$ cat config.mk
export PLATFORM = sky130hd
export DESIGN_NAME = mod_sub_serial
export DESIGN_NICKNAME = d
export VERILOG_FILES = /design/src/rtl/ecc_arith_pkg.sv /design/src/rtl/digit_addsub.sv /design/src/rtl/mod_sub_serial.sv
export SDC_FILE = /design/constraint.sdc
export NUM_CORES = 2
export LEC_CHECK = 0
export ABC_AREA = 1
export CORE_AREA = 5 5 394 396
export CTS_BUF_LIST = sky130_fd_sc_hd__clkbuf_2
export CTS_CLUSTER_SIZE = 25
export DETAILED_ROUTE_END_ITERATION = 8
export DIE_AREA = 0 0 399 401
export GPL_ROUTABILITY_DRIVEN = 0
export RECOVER_POWER = 50
export SYNTH_ARGS = -nofsm -noshare
export SYNTH_HDL_FRONTEND = slang
export SYNTH_SLANG_ARGS = --single-unit
$ cat constraint.sdc
create_clock -name clk -period 6.75 [get_ports clk]
set_input_delay 1.35 -clock clk [delete_from_list [all_inputs] [get_ports clk]]
set_output_delay 1.35 -clock clk [all_outputs]
set_load 0.005 [all_outputs]
$ cat src/rtl/ecc_arith_pkg.sv
// Shared constants and types for the digit-serial ECC arithmetic blocks.
package ecc_arith_pkg;

    localparam int WIDTH      = 256;
    localparam int DIGIT      = 8;
    localparam int NUM_DIGITS = WIDTH / DIGIT;
    localparam int IDX_W      = $clog2(NUM_DIGITS);

    typedef enum logic [1:0] {
        ST_IDLE = 2'd0,
        ST_SUB  = 2'd1,
        ST_CORR = 2'd2,
        ST_DONE = 2'd3
    } state_t;

endpackage

$ cat src/rtl/digit_addsub.sv
// Combinational DIGIT-bit adder/subtractor.
// sub=1: {borrow_out, r} = x - y - borrow_in (cin/cout act as borrows).
// sub=0: {carry_out,  r} = x + y + carry_in.
module digit_addsub
    import ecc_arith_pkg::*;
(
    input  logic [DIGIT-1:0] x,
    input  logic [DIGIT-1:0] y,
    input  logic             cin,
    input  logic             sub,
    output logic [DIGIT-1:0] r,
    output logic             cout
);

    logic [DIGIT:0]   t;
    logic [DIGIT-1:0] y_op;
    logic             c_op;

    // Subtraction as x + ~y + ~borrow; the carry out of that sum is the inverted borrow.
    always_comb begin
        y_op = sub ? ~y : y;
        c_op = sub ? ~cin : cin;
        t    = {1'b0, x} + {1'b0, y_op} + {{DIGIT{1'b0}}, c_op};
        r    = t[DIGIT-1:0];
        cout = sub ? ~t[DIGIT] : t[DIGIT];
    end

endmodule

$ cat src/rtl/mod_sub_serial.sv
// Digit-serial 256-bit modular subtractor: diff = (a - b) mod p, LSB digit first.
// Build option: MODSUB_CONST_TIME_EN -- always run the correction pass (adding p
// masked by the borrow) so latency does not depend on operand values.
//
// state | meaning
// ------+------------------------------------------------------------
// IDLE  | in_ready high, waiting for operands
// SUB   | one digit of a - b per cycle, borrow carried in cy
// CORR  | one digit of res + p per cycle (only after a borrow, unless const-time)
// DONE  | out_valid high, result held until out_ready
module mod_sub_serial
    import ecc_arith_pkg::*;
(
    input  logic             clk,
    input  logic             rst,
    input  logic             in_valid,
    output logic             in_ready,
    input  logic [WIDTH-1:0] a,
    input  logic [WIDTH-1:0] b,
    input  logic [WIDTH-1:0] p,
    output logic             out_valid,
    input  logic             out_ready,
    output logic [WIDTH-1:0] diff,
    output logic             underflow
);

    state_t           state;
    state_t           state_nxt;
    logic [IDX_W-1:0] idx;
    logic             cy;
    logic             uf;
    logic [WIDTH-1:0] a_r;
    logic [WIDTH-1:0] b_r;
    logic [WIDTH-1:0] p_r;
    logic [WIDTH-1:0] res;

    logic [DIGIT-1:0] a_d;
    logic [DIGIT-1:0] b_d;
    logic [DIGIT-1:0] p_d;
    logic [DIGIT-1:0] r_d;
    logic [DIGIT-1:0] op_x;
    logic [DIGIT-1:0] op_y;
    logic [DIGIT-1:0] sum;
    logic             sub_mode;
    logic             cout;
    logic             last;

    assign a_d  = a_r[idx*DIGIT +: DIGIT];
    assign b_d  = b_r[idx*DIGIT +: DIGIT];
    assign p_d  = p_r[idx*DIGIT +: DIGIT];
    assign r_d  = res[idx*DIGIT +: DIGIT];
    assign last = (idx == IDX_W'(NUM_DIGITS - 1));

    // One adder shared by the subtract and correction passes.
    digit_addsub u_addsub (
        .x    (op_x),
        .y    (op_y),
        .cin  (cy),
        .sub  (sub_mode),
        .r    (sum),
        .cout (cout)
    );

    // State register.
    always_ff @(posedge clk) begin
        if (rst) state <= ST_IDLE;
        else     state <= state_nxt;
    end

    // Next-state logic.
    always_comb begin
        state_nxt = state;
        case (state)
            ST_IDLE: if (in_valid) state_nxt = ST_SUB;
            ST_SUB: begin
                if (last) begin
`ifdef MODSUB_CONST_TIME_EN
                    state_nxt = ST_CORR;
`else
                    state_nxt = cout ? ST_CORR : ST_DONE;
`endif
                end
            end
            ST_CORR: if (last) state_nxt = ST_DONE;
            ST_DONE: if (out_ready) state_nxt = ST_IDLE;
            default: state_nxt = ST_IDLE;
        endcase
    end

    // Handshake outputs and adder operand selection.
    always_comb begin
        in_ready  = (state == ST_IDLE) && !rst;
        out_valid = (state == ST_DONE);
        sub_mode  = (state == ST_SUB);
        op_x      = a_d;
        op_y      = b_d;
        if (state == ST_CORR) begin
            op_x = r_d;
`ifdef MODSUB_CONST_TIME_EN
            op_y = p_d & {DIGIT{uf}};
`else
            op_y = p_d;
`endif
        end
    end

    // Operand latches, digit index, borrow/carry chain and result register.
    always_ff @(posedge clk) begin
        if (rst) begin
            idx <= '0;
            cy  <= 1'b0;
            uf  <= 1'b0;
            a_r <= '0;
            b_r <= '0;
            p_r <= '0;
            res <= '0;
        end else begin
            case (state)
                ST_IDLE: begin
                    if (in_valid) begin
                        a_r <= a;
                        b_r <= b;
                        p_r <= p;
                        idx <= '0;
                        cy  <= 1'b0;
                    end
                end
                ST_SUB: begin
                    res[idx*DIGIT +: DIGIT] <= sum;
                    if (last) begin
                        idx <= '0;
                        cy  <= 1'b0;
                        uf  <= cout;
                    end else begin
                        idx <= idx + IDX_W'(1);
                        cy  <= cout;
                    end
                end
                ST_CORR: begin
                    // Carry out of the top digit is dropped: the sum wraps mod 2^WIDTH.
                    res[idx*DIGIT +: DIGIT] <= sum;
                    if (last) begin
                        idx <= '0;
                        cy  <= 1'b0;
                    end else begin
                        idx <= idx + IDX_W'(1);
                        cy  <= cout;
                    end
                end
                default: ;
            endcase
        end
    end

    assign diff      = res;
    assign underflow = uf;

endmodule

* Word level (Yosys, flattened, before mapping) *
Cells that the tools add are included.

storage, ports and cells
  flip-flop bits (word level) = 1033
  input port bits = 772
  output and inout bits = 259
  logic and storage cells = 56

cells by class
  add/sub/neg operators = 4
  eq/ne operators = 8
  shift-type cells = 6
  mux-type cells = 18
  bitwise operators = 3
  reduce and logical (&&, ||, !) cells = 9

operator list
  kind                                                                      number
  256-bit by 9-bit indexed part select with 8-bit output                    4
  256-bit bitwise mux                                                       1
  8-bit by 34-bit variable shift with 256-bit output, first input constant  1
  8-bit by 34-bit indexed part select with 256-bit output                   1
  8-bit negation with 34-bit output                                         1
  8-bit two-way mux                                                         3
  5-bit two-way mux                                                         2
  5-bit case mux with 2 select lines                                        1
  8-bit by 8-bit adder with 9-bit output                                    1
  9-bit by 1-bit adder with 9-bit output                                    1
  2-bit two-way mux                                                         4
  8-bit inverter                                                            1
  2-bit case mux with 4 select lines                                        1
  2-bit != test, second input constant                                      3
  2-bit AND reduction                                                       3
  5-bit by 1-bit adder with 5-bit output, second input constant             1
  5-bit == test, second input constant                                      1
  1-bit two-way mux                                                         5
  2-bit == test, second input constant                                      2
  4-bit AND reduction                                                       1
  2-bit by 1-bit == test with 1-bit output, second input constant           1
  2-bit logical NOT                                                         1
  2-bit by 1-bit != test with 1-bit output, second input constant           1
  1-bit inverter                                                            2
  other kinds (5)                                                           5

* Logic depth before layout (Yosys ltp) *
  depth after elaboration = 11
  gate-level depth with buffers = 31
  mapped depth without buffers = 28

* By module *
From an unflattened synthesis, not the netlist that was laid out.

unflattened totals
  cell total of the unflattened synthesis = 7376
  area total of the unflattened synthesis = 47908.4 µm²

by module, submodules not included
  module          times used  cells each  area an instance (µm²)
  mod_sub_serial  1           7296        47411.7
  digit_addsub    1           80          496.7

* Worst setup path before layout *
OpenSTA, ideal clock, no wires.

  kind = register to register
  start = register state[0]
  end = register state[0]
  arrival = 3.897 ns
  data required time = 6.618 ns
  slack = 2.720 ns
  cell stages (with the launch flop) = 28
  path buffers = 3
  cells stage by stage = dfxtp_1 inv_1 ha_1 buf_2 inv_2 buf_2 clkbuf_1 nand2_1 nand3_1 nand3_1 nand3_1 nand2_1 nand2_1 nand2_1 inv_1 nand2_1 nand2_1 nand2_1 fa_1 fa_1 nand3_1 nand3_1 nand2_1 a21oi_1 or2_2 ha_1 o31ai_1 a21oi_1

between the ends
  cells in the longest elaborated chain, start to end = 11
  elaborated cells between the ends (all ways) = 21
  those cells by class = add/sub: 2; eq/ne: 7; mux: 8; bitwise: 2; reduce/logical: 2

ends and longest elaborated chain
  element                                 RTL line                                    source
  from (decl)                             mod_sub_serial.sv:27                        state_t state;
  from (signal assigned)                  mod_sub_serial.sv:67                        else state <= state_nxt;
  2-bit == test                           mod_sub_serial.sv:73, mod_sub_serial.sv:97
  8-bit two-way mux                       mod_sub_serial.sv:97                        if (state == ST_CORR) begin
  8-bit inverter                          digit_addsub.sv:21                          y_op = sub ? ~y : y;
  8-bit two-way mux                       digit_addsub.sv:21
  8-bit by 8-bit adder with 9-bit output  digit_addsub.sv:23                          t = {1'b0, x} + {1'b0, y_op} + {{DIGIT{1'b0}}, c_op};
  9-bit by 1-bit adder with 9-bit output  digit_addsub.sv:23
  1-bit inverter                          digit_addsub.sv:25                          cout = sub ? ~t[DIGIT] : t[DIGIT];
  1-bit two-way mux                       digit_addsub.sv:25
  1-bit two-way mux                       mod_sub_serial.sv:80                        state_nxt = cout ? ST_CORR : ST_DONE;
  2-bit two-way mux                       mod_sub_serial.sv:76                        if (last) begin
  2-bit case mux with 4 select lines      mod_sub_serial.sv:73                        case (state)

Several ways; a longest one is shown, not always the timed one. The select of a mux whose other input is x is not followed.
A chain may end at the register's enable or synchronous reset.

* Worst setup path after layout *
  start = register state[0]
  end = register p_r[185]

between the ends
  cells in the longest elaborated chain, start to end = 2

ends and longest elaborated chain
  element                        RTL line               source
  2-bit logical NOT              mod_sub_serial.sv:118  case (state)
  2-bit AND reduction (no line)  n/a
  to (signal assigned)           mod_sub_serial.sv:123  p_r <= p;
  to (decl)                      mod_sub_serial.sv:34   logic [WIDTH-1:0] p_r;

Every way passes these cells.

==> impl_metrics.toml <==
[status]
outcome = "finished, violations left"
violations = "capacitance limit, slew limit"

[floorplanning]
rows = 143
dieArea_sq_mm = 0.1600
io_pins = 1031
die_x_um = 399
design.core.area_sq_mm = 0.1512
initial_core_util = 0.3141
die_h_um = 401

[sta]
fmax_mhz = 171.7
hold_violations = 0
setup_violations = 0
fin_crit_sh = 0.8630
setup-tns-final_ps = 0
final.setup_skew_ps = 195.7
relSlewSlack = -1.512
rsz0062_at_grt = "no"
worst_pin_slew_ps = 3769
worst_slack_ps = 924.6
finalMaxSlewViolations = 980
min_period_ps = 5825

[clock_network]
h-tree-depth = 5
path_clk_slew_ps = 120
root_buffer = "clkbuf_2"
clk_latency_ps = 1720
clk_path_buf_depth = 4
cts_sinks = 1033
hold_buffers = 0
cts_tree = "yes"
cts_buffers = 305
cts_setup_buffers = 0
cts_resized = 0

[grt]
grt_max_degree = 223
grt_pass1_vias = 50240
track_usage = 0.2958
grt_pass1_wl_um = 351400
overflow = 0
antenna_found_initial = 46

[yosys]
synth_edf_count = 0
avgSynthCellArea_sq_um = 6.611
yosys_warnings = 0
syn_area_sq_mm = 0.04749
ys_async_sr_fraction = 0
syn_nets = 7973
synth-main-ff-cell = "dfxtp_1"
syn_inst = 7183
synth-seq-cells = 1033
ys_seq_area_frac = 0.4355
ys_types = 39

[pwr]
p_leak_nw = 25.71
pwr_density_cell_mw_per_mm2 = 344.8
peakVddDrop_uv = 174.5
total_power_w = 0.02120

[layout]
final_common_cell = "nor2_1"
final_area_sq_mm = 0.06148
finalNonFillerCells = 10310
layout.nets = 8842
syn_to_final_growth_pct = 29.46
layout-drive-gt1-share = 0.07295
layout_common_cells = "nor2_1 (1766), nand2_1 (1287), o21ai_0 (1030), dfxtp_1 (1030), clkdlybuf4s50_1 (1029)"

[placement]
io_buffers = 1030
place_hpwl_um = 183100
post_dp_cell_area_sq_mm = 0.05896
dp_cells = 9775
dp_slack_ps = 1178

[critical_path]
slowest_delay_ps = 2030
cp_cell_sequence = "inv_1 -> ha_1 -> nand2_1 -> clkinvlp_4 -> clkbuf_4 -> nor2_1 -> nor2_1"
endpoint_kind = "flop"
worstPathArrival_ps = 7240
critical_path_class = "flop to flop"
cp.required_ps = 8170
critical_path.most_common_cell = "nor2_1"
startpoint_type = "flop"
slowest_stage = "clkinvlp_4"
cp_num_buf_inv = 3
critPathTopFamily = "buffers and inverters"
crit_fanout = 146

[routing]
drc_errors = 0
detail_route.vias_per_cell = 5.281
dr.pass1.iters = 7
wirelength_um = 249900
ant_nets = 0
first_iter_violations = 6875
via_count = 54450
wl_per_cell_um = 24.24

[worst_hold_path]
hp-class = "primary input to flop"

[job]
cap_viol_max_count = 9
## metrics by stage
step	hold slack, ps	utilization
2_1_floorplan	429.2	-
3_3_place_gp	438.2	0.3900
3_5_place_dp	445.3	0.3900
4_1_cts	125.7	0.4064
5_1_grt	103.3	0.4064
6_report	248.3	0.4066
## sequential cells by signal, indices dropped and copies added, names as in the netlist
signal,cells
a_r,256
b_r,256
diff,256
p_r,256
idx,5
state,2
cy,1
underflow,1
## worst reg2reg max path: cells and delay by family, from the launching register on
family | cells | cell delay (ps)
and+or+nand+nor | 3 | 1500
adders and majority gates | 1 | 230
buffers and inverters | 3 | 3490
DFF | 1 | 410
## cell type report
class	count	area [sq um]
clock inverters	57	299.0
fillers	16250	89710
flip-flops and latches	1033	20690
clock buffers	437	2187
repair buffers	1108	11050
multi-input cells	5254	23260
well taps	2030	2540
diodes	41	102.6
inverters	350	1353
## cell families (layout without fill, tap and decap cells)
kind of cell | Yosys count | after routing | synth area share
xor gates and xnor gates | 4 | 4 | 0.001133
and+or+nand+nor | 3821 | 3821 | 0.3286
AOI/OAI and AO/OA | 1411 | 1411 | 0.1547
adders and majority gates | 18 | 18 | 0.005059
DFF | 1033 | 1033 | 0.4355
other | 0 | 41 | 0
buffers and inverters | 896 | 1952 | 0.07506
## power breakdown
part           internal [W]  switching, W  leakage (nW)
logic               0.00271       0.00569          15.2
registers           0.00739      0.000763          8.50
clock network       0.00182       0.00283          1.96
total                0.0119       0.00929          25.7
## per-layer routing
layer | GRT usage | vias up | routed length, um | share of wire
met5 | 0 | - | 98 | 0.00039
met4 | 0.1321 | 16 | 12110 | 0.048
met3 | 0.09742 | 597 | 29080 | 0.12
li1 | - | 25130 | - | -
met1 | 0.3860 | 25580 | 101000 | 0.40
met2 | 0.4438 | 3130 | 107600 | 0.43
## path summary, 6_finish.rpt
kind,from,endpoint,slack (ps),cells past startpoint
setup / recovery,state[0],p_r[185],920,7
hold reg to reg,b_r[215],b_r[215],460,2
setup reg to reg,state[0],p_r[185],920,7
hold / removal,a[53],a_r[53],250,3
## cell usage after synthesis, types with 2 or more instances
master	n	area, sq um
ha_1	16	200.2
clkbuf_1	384	1441
nand2_4	2	22.52
o211ai_1	87	653.1
buf_6	4	45.04
fa_1	2	40.04
o22ai_1	2	12.51
o21ai_0	1030	5155
buf_2	101	505.5
nand3_1	686	3433
nor2_1	1767	6633
o221ai_1	15	131.4
nand4_1	15	93.84
or2_2	10	62.56
buf_1	47	176.4
inv_2	16	60.06
inv_4	3	18.77
nor4_1	3	18.77
inv_1	327	1227
a21oi_1	264	1321
clkinv_1	4	15.01
nand4_4	3	63.81
nand2_1	1287	4831
nor2_4	14	157.7
dfxtp_1	1033	20680
o21ai_1	10	50.05
buf_4	10	75.07
nand3_2	7	70.07
nor3_1	11	55.05
o31ai_1	3	22.52
xor2_1	3	26.28
nand4_2	7	87.58
nand2_2	4	25.02
Power figures use the tool's default switching activity.
